--- src/rtl/mem_cache_if.sv ---
// Memory-stage request/status and cache/memory strobe bundle for mem_cache_controller.
// master drives the request and cache status; slave (the controller) drives the strobes.
interface mem_cache_if;
    logic mem_read;
    logic mem_write;
    logic halted;
    logic cache_hit;
    logic cache_dirty;
    logic we_cache;
    logic we_memory;
    logic cache_input_type;
    logic set_dirty;
    logic set_valid;
    logic memory_address_type;
    logic stall;

    modport master (
        output mem_read, mem_write, halted, cache_hit, cache_dirty,
        input  we_cache, we_memory, cache_input_type, set_dirty, set_valid,
               memory_address_type, stall
    );

    modport slave (
        input  mem_read, mem_write, halted, cache_hit, cache_dirty,
        output we_cache, we_memory, cache_input_type, set_dirty, set_valid,
               memory_address_type, stall
    );
endinterface

--- src/rtl/mem_cache_controller.sv ---
// Memory-stage cache controller: hit handling, dirty writeback and line fill against a
// fixed-latency memory. Optional miss/writeback counters are enabled by MEM_CACHE_STATS_EN.
module mem_cache_controller #(
    parameter int MEM_LATENCY = 4,
    parameter int CNT_W       = $clog2(MEM_LATENCY + 1)
) (
    input  logic        clk,
    input  logic        rst_b,
`ifdef MEM_CACHE_STATS_EN
    output logic [31:0] miss_count,
    output logic [31:0] writeback_count,
`endif
    mem_cache_if.slave  bus
);

    typedef enum logic [1:0] {
        IDLE      = 2'd0,
        WRITEBACK = 2'd1,
        FILL      = 2'd2
    } state_t;

    localparam logic [CNT_W-1:0] CNT_LAST = CNT_W'(MEM_LATENCY - 1);

    state_t           state_r;
    logic [CNT_W-1:0] cnt_r;
    logic             req_s;
    logic             last_s;
    logic             miss_s;

    logic we_cache_s;
    logic we_memory_s;
    logic cache_input_type_s;
    logic set_dirty_s;
    logic set_valid_s;
    logic memory_address_type_s;
    logic stall_s;

    assign req_s  = (bus.mem_read | bus.mem_write) & ~bus.halted;
    assign last_s = (cnt_r == CNT_LAST);
    assign miss_s = (state_r == IDLE) & req_s & ~bus.cache_hit;

    // State and latency counter; a started writeback/fill always runs through to IDLE.
    always_ff @(posedge clk or negedge rst_b) begin
        if (!rst_b) begin
            state_r <= IDLE;
            cnt_r   <= '0;
        end else begin
            case (state_r)
                IDLE: begin
                    cnt_r <= '0;
                    if (miss_s) begin
                        state_r <= bus.cache_dirty ? WRITEBACK : FILL;
                    end else begin
                        state_r <= IDLE;
                    end
                end
                WRITEBACK: begin
                    if (last_s) begin
                        state_r <= FILL;
                        cnt_r   <= '0;
                    end else begin
                        cnt_r   <= cnt_r + CNT_W'(1);
                    end
                end
                FILL: begin
                    if (last_s) begin
                        state_r <= IDLE;
                        cnt_r   <= '0;
                    end else begin
                        cnt_r   <= cnt_r + CNT_W'(1);
                    end
                end
                default: begin
                    state_r <= IDLE;
                    cnt_r   <= '0;
                end
            endcase
        end
    end

    // Strobe decode: Mealy in IDLE, state/counter decoded otherwise; forced low while in reset.
    always_comb begin
        we_cache_s            = 1'b0;
        we_memory_s           = 1'b0;
        cache_input_type_s    = 1'b0;
        set_dirty_s           = 1'b0;
        set_valid_s           = 1'b0;
        memory_address_type_s = 1'b0;
        stall_s               = 1'b0;
        if (!rst_b) begin
            stall_s = 1'b0;
        end else begin
            case (state_r)
                IDLE: begin
                    if (req_s && bus.cache_hit && bus.mem_write) begin
                        we_cache_s         = 1'b1;
                        cache_input_type_s = 1'b1;
                        set_dirty_s        = 1'b1;
                        set_valid_s        = 1'b1;
                    end else if (req_s && !bus.cache_hit) begin
                        stall_s = 1'b1;
                    end else begin
                        stall_s = 1'b0;
                    end
                end
                WRITEBACK: begin
                    stall_s               = 1'b1;
                    we_memory_s           = 1'b1;
                    memory_address_type_s = 1'b1;
                end
                FILL: begin
                    stall_s = 1'b1;
                    if (last_s) begin
                        we_cache_s  = 1'b1;
                        set_valid_s = 1'b1;
                    end else begin
                        we_cache_s  = 1'b0;
                    end
                end
                default: begin
                    stall_s = 1'b0;
                end
            endcase
        end
    end

    assign bus.we_cache            = we_cache_s;
    assign bus.we_memory           = we_memory_s;
    assign bus.cache_input_type    = cache_input_type_s;
    assign bus.set_dirty           = set_dirty_s;
    assign bus.set_valid           = set_valid_s;
    assign bus.memory_address_type = memory_address_type_s;
    assign bus.stall               = stall_s;

`ifdef MEM_CACHE_STATS_EN
    // Miss and writeback event counters, wrapping at 2^32.
    always_ff @(posedge clk or negedge rst_b) begin
        if (!rst_b) begin
            miss_count      <= 32'd0;
            writeback_count <= 32'd0;
        end else if (miss_s) begin
            miss_count      <= miss_count + 32'd1;
            writeback_count <= writeback_count + (bus.cache_dirty ? 32'd1 : 32'd0);
        end else begin
            miss_count      <= miss_count;
            writeback_count <= writeback_count;
        end
    end
`endif

endmodule

--- src/flat_wrapper.sv ---
// flat-port wrapper written by rule: the top's interface ports become plain ports
module mem_cache_controller_flat 
#(
    parameter int MEM_LATENCY = 4,
    parameter int CNT_W       = $clog2(MEM_LATENCY + 1)
)
  (clk, rst_b, bus_mem_read, bus_mem_write, bus_halted, bus_cache_hit, bus_cache_dirty, bus_we_cache, bus_we_memory, bus_cache_input_type, bus_set_dirty, bus_set_valid, bus_memory_address_type, bus_stall);
  mem_cache_if bus_i ();
  input  logic clk;
  input  logic rst_b;
  input wire logic [$bits(bus_i.mem_read)-1:0] bus_mem_read;
  input wire logic [$bits(bus_i.mem_write)-1:0] bus_mem_write;
  input wire logic [$bits(bus_i.halted)-1:0] bus_halted;
  input wire logic [$bits(bus_i.cache_hit)-1:0] bus_cache_hit;
  input wire logic [$bits(bus_i.cache_dirty)-1:0] bus_cache_dirty;
  output wire logic [$bits(bus_i.we_cache)-1:0] bus_we_cache;
  output wire logic [$bits(bus_i.we_memory)-1:0] bus_we_memory;
  output wire logic [$bits(bus_i.cache_input_type)-1:0] bus_cache_input_type;
  output wire logic [$bits(bus_i.set_dirty)-1:0] bus_set_dirty;
  output wire logic [$bits(bus_i.set_valid)-1:0] bus_set_valid;
  output wire logic [$bits(bus_i.memory_address_type)-1:0] bus_memory_address_type;
  output wire logic [$bits(bus_i.stall)-1:0] bus_stall;
  assign bus_i.mem_read = bus_mem_read;
  assign bus_i.mem_write = bus_mem_write;
  assign bus_i.halted = bus_halted;
  assign bus_i.cache_hit = bus_cache_hit;
  assign bus_i.cache_dirty = bus_cache_dirty;
  assign bus_we_cache = bus_i.we_cache;
  assign bus_we_memory = bus_i.we_memory;
  assign bus_cache_input_type = bus_i.cache_input_type;
  assign bus_set_dirty = bus_i.set_dirty;
  assign bus_set_valid = bus_i.set_valid;
  assign bus_memory_address_type = bus_i.memory_address_type;
  assign bus_stall = bus_i.stall;
  mem_cache_controller #(.MEM_LATENCY(MEM_LATENCY), .CNT_W(CNT_W)) u_core (.clk(clk), .rst_b(rst_b), .bus(bus_i));
endmodule
--- config.mk ---
export PLATFORM = sky130hd
export DESIGN_NAME = mem_cache_controller_flat
export DESIGN_NICKNAME = d
export VERILOG_FILES = /design/src/rtl/mem_cache_if.sv /design/src/rtl/mem_cache_controller.sv /design/src/flat_wrapper.sv
export SDC_FILE = /design/constraint.sdc
export NUM_CORES = 1
export LEC_CHECK = 0
export BUFFER_PORTS_ARGS = -buffer_cell sky130_fd_sc_hd__buf_2
export CAP_MARGIN = 20
export CELL_PAD_IN_SITES_DETAIL_PLACEMENT = 1
export CELL_PAD_IN_SITES_GLOBAL_PLACEMENT = 2
export CORE_MARGIN = 2
export CORE_UTILIZATION = 27
export CTS_CLUSTER_SIZE = 24
export DETAILED_ROUTE_END_ITERATION = 8
export HOLD_SLACK_MARGIN = 0.02
export PLACE_DENSITY = 0.76
export SYNTH_ARGS = -nofsm -noshare
export SYNTH_HDL_FRONTEND = slang
export SYNTH_SLANG_ARGS = --single-unit
--- constraint.sdc ---
create_clock -name clk -period 3.2 [get_ports clk]
set_clock_uncertainty 0.1 [all_clocks]
set_input_delay 0.32 -clock clk [delete_from_list [all_inputs] [get_ports clk]]
set_output_delay 0.32 -clock clk [all_outputs]
set_load 0.01 [all_outputs]
==> impl_metrics.ini, run 1 <==
[sta]
worst_slew_pin_slew_ns = 0.333
worst_hold_slack_ns = 0.285
final_min_period_over_clock_period_pct = 63.9
slew-limit-headroom_pct = 77.6
timing.final.max_slew_violations = 0
setup_repair_after_global_routing_missed_its_margin = false
setup_tns_ns = 0
clock.fmax_mhz = 489
setup_violations = 0
fin_ws_ns = 1.15
fin_crit_ns = 2.05
report.final.hold_viol_count = 0

[synthesis]
yosys-top-cells-area = sky130_fd_sc_hd__dfrtp_1 35%, sky130_fd_sc_hd__ha_1 17%, sky130_fd_sc_hd__buf_4 6.3%
synth.avg_cell_area_um2 = 9.67
postSynthNetCount = 49
yosysWarningCount = 0
post-synth-top-area-fraction_pct = 35.0
synth_largest_area_cell = sky130_fd_sc_hd__dfrtp_1
async_flop_share_pct = 100
ys_seq_elements = 5
synthesis.area_um2 = 358
postSynthCellCount = 37
count_of_flip_flops_with_a_built_in_enable_after_synthesis = 0
synth_seq_area_share_pct = 35.0
yosys.cell_types.count = 20
synthFlopType = sky130_fd_sc_hd__dfrtp_1

[worst_setup_path]
critPathRequiredTime_ns = 2.78
cp_startpoint_kind = primary input
worstPathBufferInverterCount = 3
critical_path.slowest_cell = sky130_fd_sc_hd__dlygate4sd3_1
max_fanout_on_critical_path = 9
critPathArrivalTime_ns = 1.63
cpLargestDelayFamily = buffers and inverters
setup.worst_path.class = in2out
setup.worst_path.end_class = primary output
timing.critical_path.cells = dlygate4sd3_1 -> buf_2 -> nand3_1 -> nor2_1 -> o21bai_1 -> buf_2
timing.critical_path.slowest_cell_delay_ns = 0.52
timing.critical_path.mode_cell = sky130_fd_sc_hd__buf_2

[clock_network]
holdBufCountCts = 1
ctsRootBufferMaster = sky130_fd_sc_hd__clkbuf_4
cts_buffers = 3
clock_latency_ns = 0.24
clock_pin_slew_on_the_worst_setup_and_hold_paths_ns = 0.04
htreeDepth = 1
cts_tree = built
max-clock-path-buffers = 2
ctsResizeCount = 0
clkSinkCount = 5
cts_post_setup_buffers_inserted = 0

[routing]
routed-via-count = 303
avgViaCountPerCell = 4.52
drt_iter0_markers = 2
post_drt_wl_per_cell_um = 11.6
drt_first_pass_iters = 2
wirelength_um = 775
route.detailed.drc = 0
ant_nets = 0

[finish]
regArea_um2 = 125
drive_gt1_share_pct = 32.7
fin_area_um2 = 455
area_used_by_multi_input_combinational_logic_um2 = 199
syn2layout_area_growth_pct = 27.3
finalNetCount = 65
nFillCells = 159
antenna_cells_inserted = 0

[power]
report.power.total_w = 0.000273
power.ir.vdd_worst_mv = 0.204
p_leak_nw = 0.260
power-per-cell-area_mw_per_mm2 = 598

[status]
status = finished clean

[place]
io_buffers = 13
placement.cell_area_um2 = 419
place_congestion = 0.698
post-place-ws_ns = 1.52
dp_hpwl_um = 637

[die]
rows = 13
io_pins = 14
core_mm2 = 0.00127
die_w_um = 40.4
die_area_mm2 = 0.00163
dieHeight_um = 40.4
starting_density_of_the_core_pct = 28.2

[grt]
grt_max_degree = 10
grt_antenna_before_repair = 0
grt_pass1_vias = 281
grt_first_pass_wirelength_mm = 1.11
grt_use_total_pct = 10.9
globalRouteOverflowTotal = 0

[flow_run]
maxCapViolations = 0

[hold_path]
hold_path_class = in2reg
## layout make-up
class                           count  area share, %
Sequential cell                     5           27.5
Clock buffer                        4           5.77
Timing Repair Buffer               14           16.5
Inverter                            3           2.47
Multi-Input combinational cell     26           43.7
Tap cell                           15           4.12
## metal layers
metal  wire (um)  vias up  share of wire [%]  global-route usage, %
met2         354       11                 46                   17.1
met1         360      137                 46                   12.4
met4           8        0                1.0                   10.0
li1            -      153                  -                      -
met3          51        2                6.6                   1.67
met5           0        -                  0                      0
## Yosys cell counts, types with 2 or more instances
cell type	number
sky130_fd_sc_hd__nand2_1	2
sky130_fd_sc_hd__ha_1	5
sky130_fd_sc_hd__nor2_1	3
sky130_fd_sc_hd__dfrtp_1	5
sky130_fd_sc_hd__o21ai_0	2
sky130_fd_sc_hd__inv_1	3
sky130_fd_sc_hd__or4_1	2
sky130_fd_sc_hd__buf_4	3
## kinds of logic (layout without fill, tap and decap cells)
family                     Yosys count  after routing  share of synthesized area (%)
and+or+nand+nor                     14             14                           23.8
DFF                                  5              5                           35.0
muxes                                1              1                           2.80
AOI/OAI and AO/OA                    6              6                           11.5
buffers and inverters                6             21                           9.44
adders and majority gates            5              5                           17.5
## worst register-to-register path: stages (launching register included)
cell and delay [ns]:
sky130_fd_sc_hd__dfrtp_1 0.39, sky130_fd_sc_hd__inv_1 0.11, sky130_fd_sc_hd__ha_1 0.22, sky130_fd_sc_hd__nand2b_4 0.07, sky130_fd_sc_hd__or4_1 0.47, sky130_fd_sc_hd__mux2i_1 0.16
## sequential cells by signal, summed over array words and instances (netlist names)
register and flops:
u_core.cnt_r 3, u_core.state_r 2
## per-stage QoR
stage	utilization, %	instances
CTS	35.9	67
finish	35.9	67
detailed placement	33.0	62
floorplan	-	37
global route	35.9	67
global placement	33.0	62
## where the power goes
part           total [W]  switching [W]  internal, W
Sequential     0.0000892      0.0000103    0.0000789
Clock          0.0000739      0.0000267    0.0000472
Combinational   0.000109      0.0000586    0.0000507
## placed cells by master, fill, tap and decap left out, drive strengths merged
| cell type | instances |
|---|---|
| nand2b | 2 |
| o211a | 1 |
| o21bai | 1 |
| buf | 13 |
| or4 | 2 |
| a21oi | 1 |
| clkbuf | 4 |
| inv | 3 |
| nand3 | 1 |
| and2 | 1 |
| ha | 5 |
| nand2 | 2 |
| and3 | 1 |
| nor3 | 1 |
| mux2i | 1 |
| nor2 | 3 |
| and3b | 1 |
| dlygate4sd3 | 1 |
| a2bb2oi | 1 |
| dfrtp | 5 |
| o21ai | 2 |
## path summary, 6_finish.rpt
kind                              startpoint                 to  slack (ns)  cells past startpoint
max reg2reg                u_core.state_r[0]  u_core.state_r[0]        1.61                      5
min in group asynchronous              rst_b    u_core.cnt_r[2]        0.35                      2
min                          bus_cache_dirty  u_core.state_r[1]        0.29                      3
min reg2reg                  u_core.cnt_r[0]    u_core.cnt_r[0]        0.33                      1
max in group asynchronous              rst_b  u_core.state_r[0]        2.47                      2
max                                    rst_b       bus_we_cache        1.15                      6
Note: power is estimated with default switching activity, not from simulation.
==> run 2: changes to the inputs <==
- ABC_AREA: unset -> 1
- CORE_UTILIZATION: 27 -> 23
- PLACE_DENSITY: 0.76 -> 0.71
- clock period: 3.2 -> 1.9 ns (I/O delays scaled with it)
==> run 2 against run 1 <==
Highest routed layer unchanged; critical path depth up 1; via count up 8.6%; synthesized cell count rose by 30%; cell count up 18%; setup slack lost 0.99 ns; sequential power up 57%; die area rose by 18%; wire length shrank 4.3%; hold slack lost 0.13 ns; combinational power rose by 31%; first-iteration DRC count fell by 50%.
==> impl_metrics.ini, run 2 <==
[routing]
avgViaCountPerCell = 4.16
routed-via-count = 329
post_drt_wl_per_cell_um = 9.39
route.detailed.drc = 0
drt_iter0_markers = 1
drt_first_pass_iters = 2
wirelength_um = 742
ant_nets = 0

[finish]
registers.top_by_ff_count = u_core.cnt_r
antenna_cells_inserted = 0
finalNetCount = 76
final_core_utilization_pct = 31.5
largest_reg_flops = 3
syn2layout_area_growth_pct = 29.4
final-instance-count-excl-fill = 79
most-common-layout-cells = 13 x sky130_fd_sc_hd__buf_2, 9 x sky130_fd_sc_hd__inv_1, 9 x sky130_fd_sc_hd__nand2_1, 5 x sky130_fd_sc_hd__ha_1, 5 x sky130_fd_sc_hd__dfrtp_1
reg.largest.list = u_core.cnt_r: 3 flops, u_core.state_r: 2 flops
layout.cells.most_common = sky130_fd_sc_hd__buf_2
drive_gt1_share_pct = 34.9

[synthesis]
yosys.cell_types.count = 16
yosys.area_share.xor_xnor_pct = 0
top_cell_types_by_occurrence_after_synthesis = 9 x sky130_fd_sc_hd__inv_1, 9 x sky130_fd_sc_hd__nand2_1, 5 x sky130_fd_sc_hd__dfrtp_1, 5 x sky130_fd_sc_hd__ha_1, 4 x sky130_fd_sc_hd__nor2_1
postSynthNetCount = 60
post-synth-top-area-fraction_pct = 34.1
ys_seq_elements = 5
synth_largest_area_cell = sky130_fd_sc_hd__dfrtp_1
synth_top_family_by_area = simple AND/OR/NAND/NOR gates
postSynthCellCount = 48
synth_seq_area_share_pct = 34.1
synthAdderAreaFrac_pct = 17.1
async_flop_share_pct = 100
synth.avg_cell_area_um2 = 7.64
count_of_flip_flops_with_a_built_in_enable_after_synthesis = 0
synth-simple-area-share_pct = 27.3
synth_compound_area_share_pct = 5.12
yosys-top-cells-area = sky130_fd_sc_hd__dfrtp_1 34%, sky130_fd_sc_hd__ha_1 17%, sky130_fd_sc_hd__inv_1 9.2%
synthesis.area_um2 = 367
synth_mux_area_share_pct = 0
synthFlopType = sky130_fd_sc_hd__dfrtp_1
yosysWarningCount = 0

[flow_run]
maxCapViolations = 0

[place]
dp_hpwl_um = 634
io_buffers = 13
placed_cells = 74
place_congestion = 0.672
post-place-ws_ns = 0.338

[power]
swShare_pct = 34.4
power.ir.vdd_worst_mv = 0.323
net-switching-power_w = 0.000137
power-per-cell-area_mw_per_mm2 = 843
p_leak_nw = 0.286
clkPwrFrac_pct = 29.3
seqPwrFrac_pct = 35.0
power.share.combinational_pct = 35.7
internal_portion_of_total_power_w = 0.000262

[worst_setup_path]
timing.critical_path.cells = inv_1 -> ha_1 -> inv_1 -> nor2_4 -> nand3_1 -> a21oi_2 -> buf_2
setup.worst_path.end_class = primary output
r2r_worst_path_depth = 5
cp_startpoint_kind = flop
critPathRequiredTime_ns = 1.61
max_fanout_on_critical_path = 4
setup.worst_path.class = reg2out
critPathArrivalTime_ns = 1.45
timing.critical_path.mode_cell = sky130_fd_sc_hd__inv_1
critical_path.slowest_cell = sky130_fd_sc_hd__dfrtp_1
timing.critical_path.slowest_cell_delay_ns = 0.40

[clock_network]
clock_pin_slew_on_the_worst_setup_and_hold_paths_ns = 0.04
cts_buffers = 3
max-clock-path-buffers = 2
ctsRootBufferMaster = sky130_fd_sc_hd__clkbuf_4
cts_tree = built
clock_latency_ns = 0.23
htreeDepth = 1
clkSinkCount = 5

[die]
io_pins = 14
die_w_um = 43.9
starting_density_of_the_core_pct = 24.3
dieHeight_um = 43.9
rows = 14
core_mm2 = 0.00151
die_area_mm2 = 0.00193

[sta]
slew-limit-headroom_pct = 88.7
setup_violations = 0
final_min_period_over_clock_period_pct = 91.4
worst_slew_pin_slew_ns = 0.168
timing.final.max_slew_violations = 0
setup_tns_ns = 0
report.final.hold_viol_count = 0
worst_hold_slack_ns = 0.152
setup_repair_after_global_routing_missed_its_margin = false
fin_crit_ns = 1.74
clock.fmax_mhz = 576
fin_ws_ns = 0.164

[grt]
grt_use_total_pct = 9.53
globalRouteOverflowTotal = 0
grt_max_degree = 9
grt_first_pass_wirelength_mm = 1.33
grt_pass1_vias = 324
grt_antenna_before_repair = 0

[hold_path]
whs_path_depth = 3
hold_path_class = in2reg

[status]
status = finished clean
==> run 2: path summary, 6_finish.rpt <==
path / slack [ns] / end / from
hold / removal: 0.15 / u_core.state_r[0] / bus_cache_dirty
min in group asynchronous: 0.24 / u_core.cnt_r[1] / rst_b
setup / recovery: 0.16 / bus_we_cache / u_core.state_r[0]
hold reg to reg: 0.33 / u_core.cnt_r[0] / u_core.cnt_r[0]
setup reg to reg: 0.62 / u_core.state_r[1] / u_core.state_r[0]
max in group asynchronous: 1.30 / u_core.state_r[0] / rst_b
==> run 2: metrics by stage <==
stage / instance area (um2) / total power (W)
detailed placement: 429 / 0.000282
floorplan: 367 / 0.000240
global placement: 429 / 0.000279
finish: 474 / 0.000400
CTS: 465 / 0.000405
global route: 474 / 0.000447
==> run 2: cell type report <==
class / count / area (um2)
fill: 201 / 1030
multi-input combinational: 30 / 190
sequential: 5 / 125
timing repair buffer: 14 / 75.1
inverter: 10 / 37.5
clock buffer: 4 / 26.3
tap: 16 / 20.0
==> run 2: kinds of logic after synthesis <==
kind of cell / Yosys count
simple gates: 22
flops: 5
compound gates: 3
fa+ha+maj: 5
buf+inv: 13
==> run 2: power by group through the flow <==
stage	Sequential [W]	Combinational, W	Clock, W
6_report	0.000140	0.000143	0.000117
4_1_cts	0.000140	0.000142	0.000123
5_1_grt	0.000143	0.000172	0.000132
3_5_place_dp	0.000142	0.000140	0
2_1_floorplan	0.000139	0.000101	0
3_3_place_gp	0.000141	0.000138	0
==> run 2: worst max-delay path: cells and delay by family, from the launching register on <==
family                   cells  cell delay (ns)
flip-flops                   1             0.40
AND/OR/NAND/NOR              2             0.22
AO/OA/AOI/OAI                1             0.14
adder cells (fa/ha/maj)      1             0.15
buffers and inverters        3             0.31
==> run 2: what timing repair did <==
item | CTS | global route
setup buffers | 0 | 0
resized for setup | 0 | 2
hold endpoints to repair | 5 | 0
hold buffers | 1 | 0
setup endpoints to repair | 0 | 5
==> run 2: metal layers <==
layer,GRT usage (%),vias to the layer above,routed length (um)
li1,-,174,-
met3,4.17,2,52
met2,15.0,11,345
met5,0,-,0
met1,11.4,142,331
met4,3.64,0,12
==> run 3: changes to the inputs <==
--- a/config.mk
+++ b/config.mk
@@ -13,8 +13,10 @@
 export CORE_MARGIN = 2
 export CORE_UTILIZATION = 23
+export CTS_CLUSTER_DIAMETER = 150
 export CTS_CLUSTER_SIZE = 24
 export DETAILED_ROUTE_END_ITERATION = 8
 export HOLD_SLACK_MARGIN = 0.02
 export PLACE_DENSITY = 0.71
+export RECOVER_POWER = 100
 export SYNTH_ARGS = -nofsm -noshare
 export SYNTH_HDL_FRONTEND = slang
==> constraint.sdc (replaced) <==
create_clock -name clk -period 1.9 [get_ports clk]
set_clock_uncertainty 0.1 [all_clocks]
set_input_delay 0.095 -clock clk [delete_from_list [all_inputs] [get_ports clk]]
set_output_delay 0.095 -clock clk [all_outputs]
set_load 0.01 [all_outputs]
==> run 3 against run 2 <==
First-iteration DRC count rose to 3.0 times the previous value; sequential power about the same; sequential cell count unchanged; wire length increased by 2.4%; clock power hardly changed; maximum frequency grew 2.3%; highest routed layer is now met3.
==> impl_metrics.ini, run 3 (same netlist as run 2, synthesis figures left out) <==
[status]
status = finished clean

[finish]
antenna_cells_inserted = 0
final-instance-count-excl-fill = 79
nFillCells = 199
finalNetCount = 76
most-common-layout-cells = 9 x sky130_fd_sc_hd__inv_1, 9 x sky130_fd_sc_hd__nand2_1, 7 x sky130_fd_sc_hd__buf_2, 6 x sky130_fd_sc_hd__clkbuf_1
registers.top_by_ff_count = u_core.cnt_r
drive_gt1_share_pct = 25.4
largest_reg_flops = 3
reg.largest.list = u_core.cnt_r: 3 flops, u_core.state_r: 2 flops
syn2layout_area_growth_pct = 25.3

[die]
starting_density_of_the_core_pct = 24.3
die_area_mm2 = 0.00193
die_w_um = 43.9
dieHeight_um = 43.9
rows = 14
core_mm2 = 0.00151
io_pins = 14

[grt]
grt_antenna_before_repair = 0
globalRouteOverflowTotal = 0
grt_pass1_vias = 332
grt_first_pass_wirelength_mm = 1.33
grt_use_total_pct = 9.20
grt_max_degree = 9

[worst_setup_path]
critical_path.slowest_cell = sky130_fd_sc_hd__dfrtp_1
timing.critical_path.slowest_cell_delay_ns = 0.39
timing.critical_path.cells = inv_1 -> ha_1 -> inv_1 -> nor2_2 -> nand3_1 -> nor2_1 -> clkbuf_1
critPathArrivalTime_ns = 1.50
setup.worst_path.class = reg2out
critPathRequiredTime_ns = 1.70
setup.worst_path.end_class = primary output
timing.critical_path.mode_cell = sky130_fd_sc_hd__inv_1
max_fanout_on_critical_path = 4
cp_startpoint_kind = flop

[routing]
drt_iter0_markers = 3
avgViaCountPerCell = 4.09
route.detailed.drc = 0
drt_first_pass_iters = 2
post_drt_wl_per_cell_um = 9.62
ant_nets = 0
wirelength_um = 760
routed-via-count = 323

[place]
dp_hpwl_um = 664
place_congestion = 0.722
placed_cells = 74
io_buffers = 13

[clock_network]
clock_latency_ns = 0.24
max-clock-path-buffers = 2
cts_tree = built
cts_buffers = 3
htreeDepth = 1
clkSinkCount = 5
cts_post_setup_buffers_inserted = 0
ctsRootBufferMaster = sky130_fd_sc_hd__clkbuf_4
clock_pin_slew_on_the_worst_setup_and_hold_paths_ns = 0.04

[sta]
setup_repair_after_global_routing_missed_its_margin = false
worst_slew_pin_slew_ns = 0.417
slew-limit-headroom_pct = 71.9
fin_crit_ns = 1.70
clock.fmax_mhz = 589
final_min_period_over_clock_period_pct = 89.3
report.final.hold_viol_count = 0
timing.final.max_slew_violations = 0
setup_violations = 0
setup_tns_ns = 0

[power]
p_leak_nw = 0.263
power.ir.vdd_worst_mv = 0.354
power-per-cell-area_mw_per_mm2 = 849

[flow_run]
maxCapViolations = 0

[hold_path]
hold_path_class = in2reg
[run 3: layout make-up]
cell class	instances	area, um2	share of cell area [%]
clock buffer	4	26.3	5.72
inverter	10	37.5	8.17
multi-input combinational	30	181	39.5
sequential	5	125	27.2
tap	16	20.0	4.36
timing repair buffer	14	68.8	15.0
[run 3: metrics by stage]
step	utilization [%]	hold WS, ns	area (um2)	power (W)	setup slack (ns)
floorplan	-	-0.301	367	0.000240	0.412
global placement	28.5	-0.162	429	0.000280	0.461
detailed placement	28.5	-0.157	429	0.000282	0.431
CTS	30.9	0.0921	465	0.000406	0.173
global route	30.5	0.0944	459	0.000438	0.0269
finish	30.5	0.0780	459	0.000390	0.203
[run 3: power by group]
| part | internal [W] | switching [W] |
|---|---|---|
| sequential | 0.000127 | 0.0000120 |
| clock | 0.0000791 | 0.0000395 |
| combinational | 0.0000489 | 0.0000827 |
| total | 0.000256 | 0.000134 |
[run 3: per-layer routing]
layer  vias to the layer above  routed length [um]  track usage, %
met5                         -                   0               0
met4                         0                   0            3.64
met3                         0                  56            2.50
met2                        11                 359            15.6
met1                       140                 344            10.9
li1                        172                   -               -
[run 3: worst paths after layout]
check                                   from           endpoint  slack (ns)  cells past startpoint
min in group asynchronous              rst_b    u_core.cnt_r[1]        0.19                      2
setup / recovery           u_core.state_r[0]      bus_set_dirty        0.20                      7
hold reg to reg              u_core.cnt_r[0]    u_core.cnt_r[0]        0.33                      1
max in group asynchronous              rst_b  u_core.state_r[1]        1.22                      2
setup reg to reg           u_core.state_r[0]  u_core.state_r[0]        0.41                      5
hold / removal               bus_cache_dirty  u_core.state_r[0]        0.08                      3
[run 3: worst max-delay path, delay by kind of cell, from the launching register on]
family | cells | cell delay, ns
flip-flops | 1 | 0.39
buffers and inverters | 3 | 0.32
AND/OR/NAND/NOR | 3 | 0.41
adder cells (fa/ha/maj) | 1 | 0.15
[run 3: repair_timing]
action                                  in CTS  in global routing
endpoints found under the setup margin       0                  2
gates resized for setup                      0                  1
hold buffers                                 1                  0
endpoints found under the hold margin        5                  0
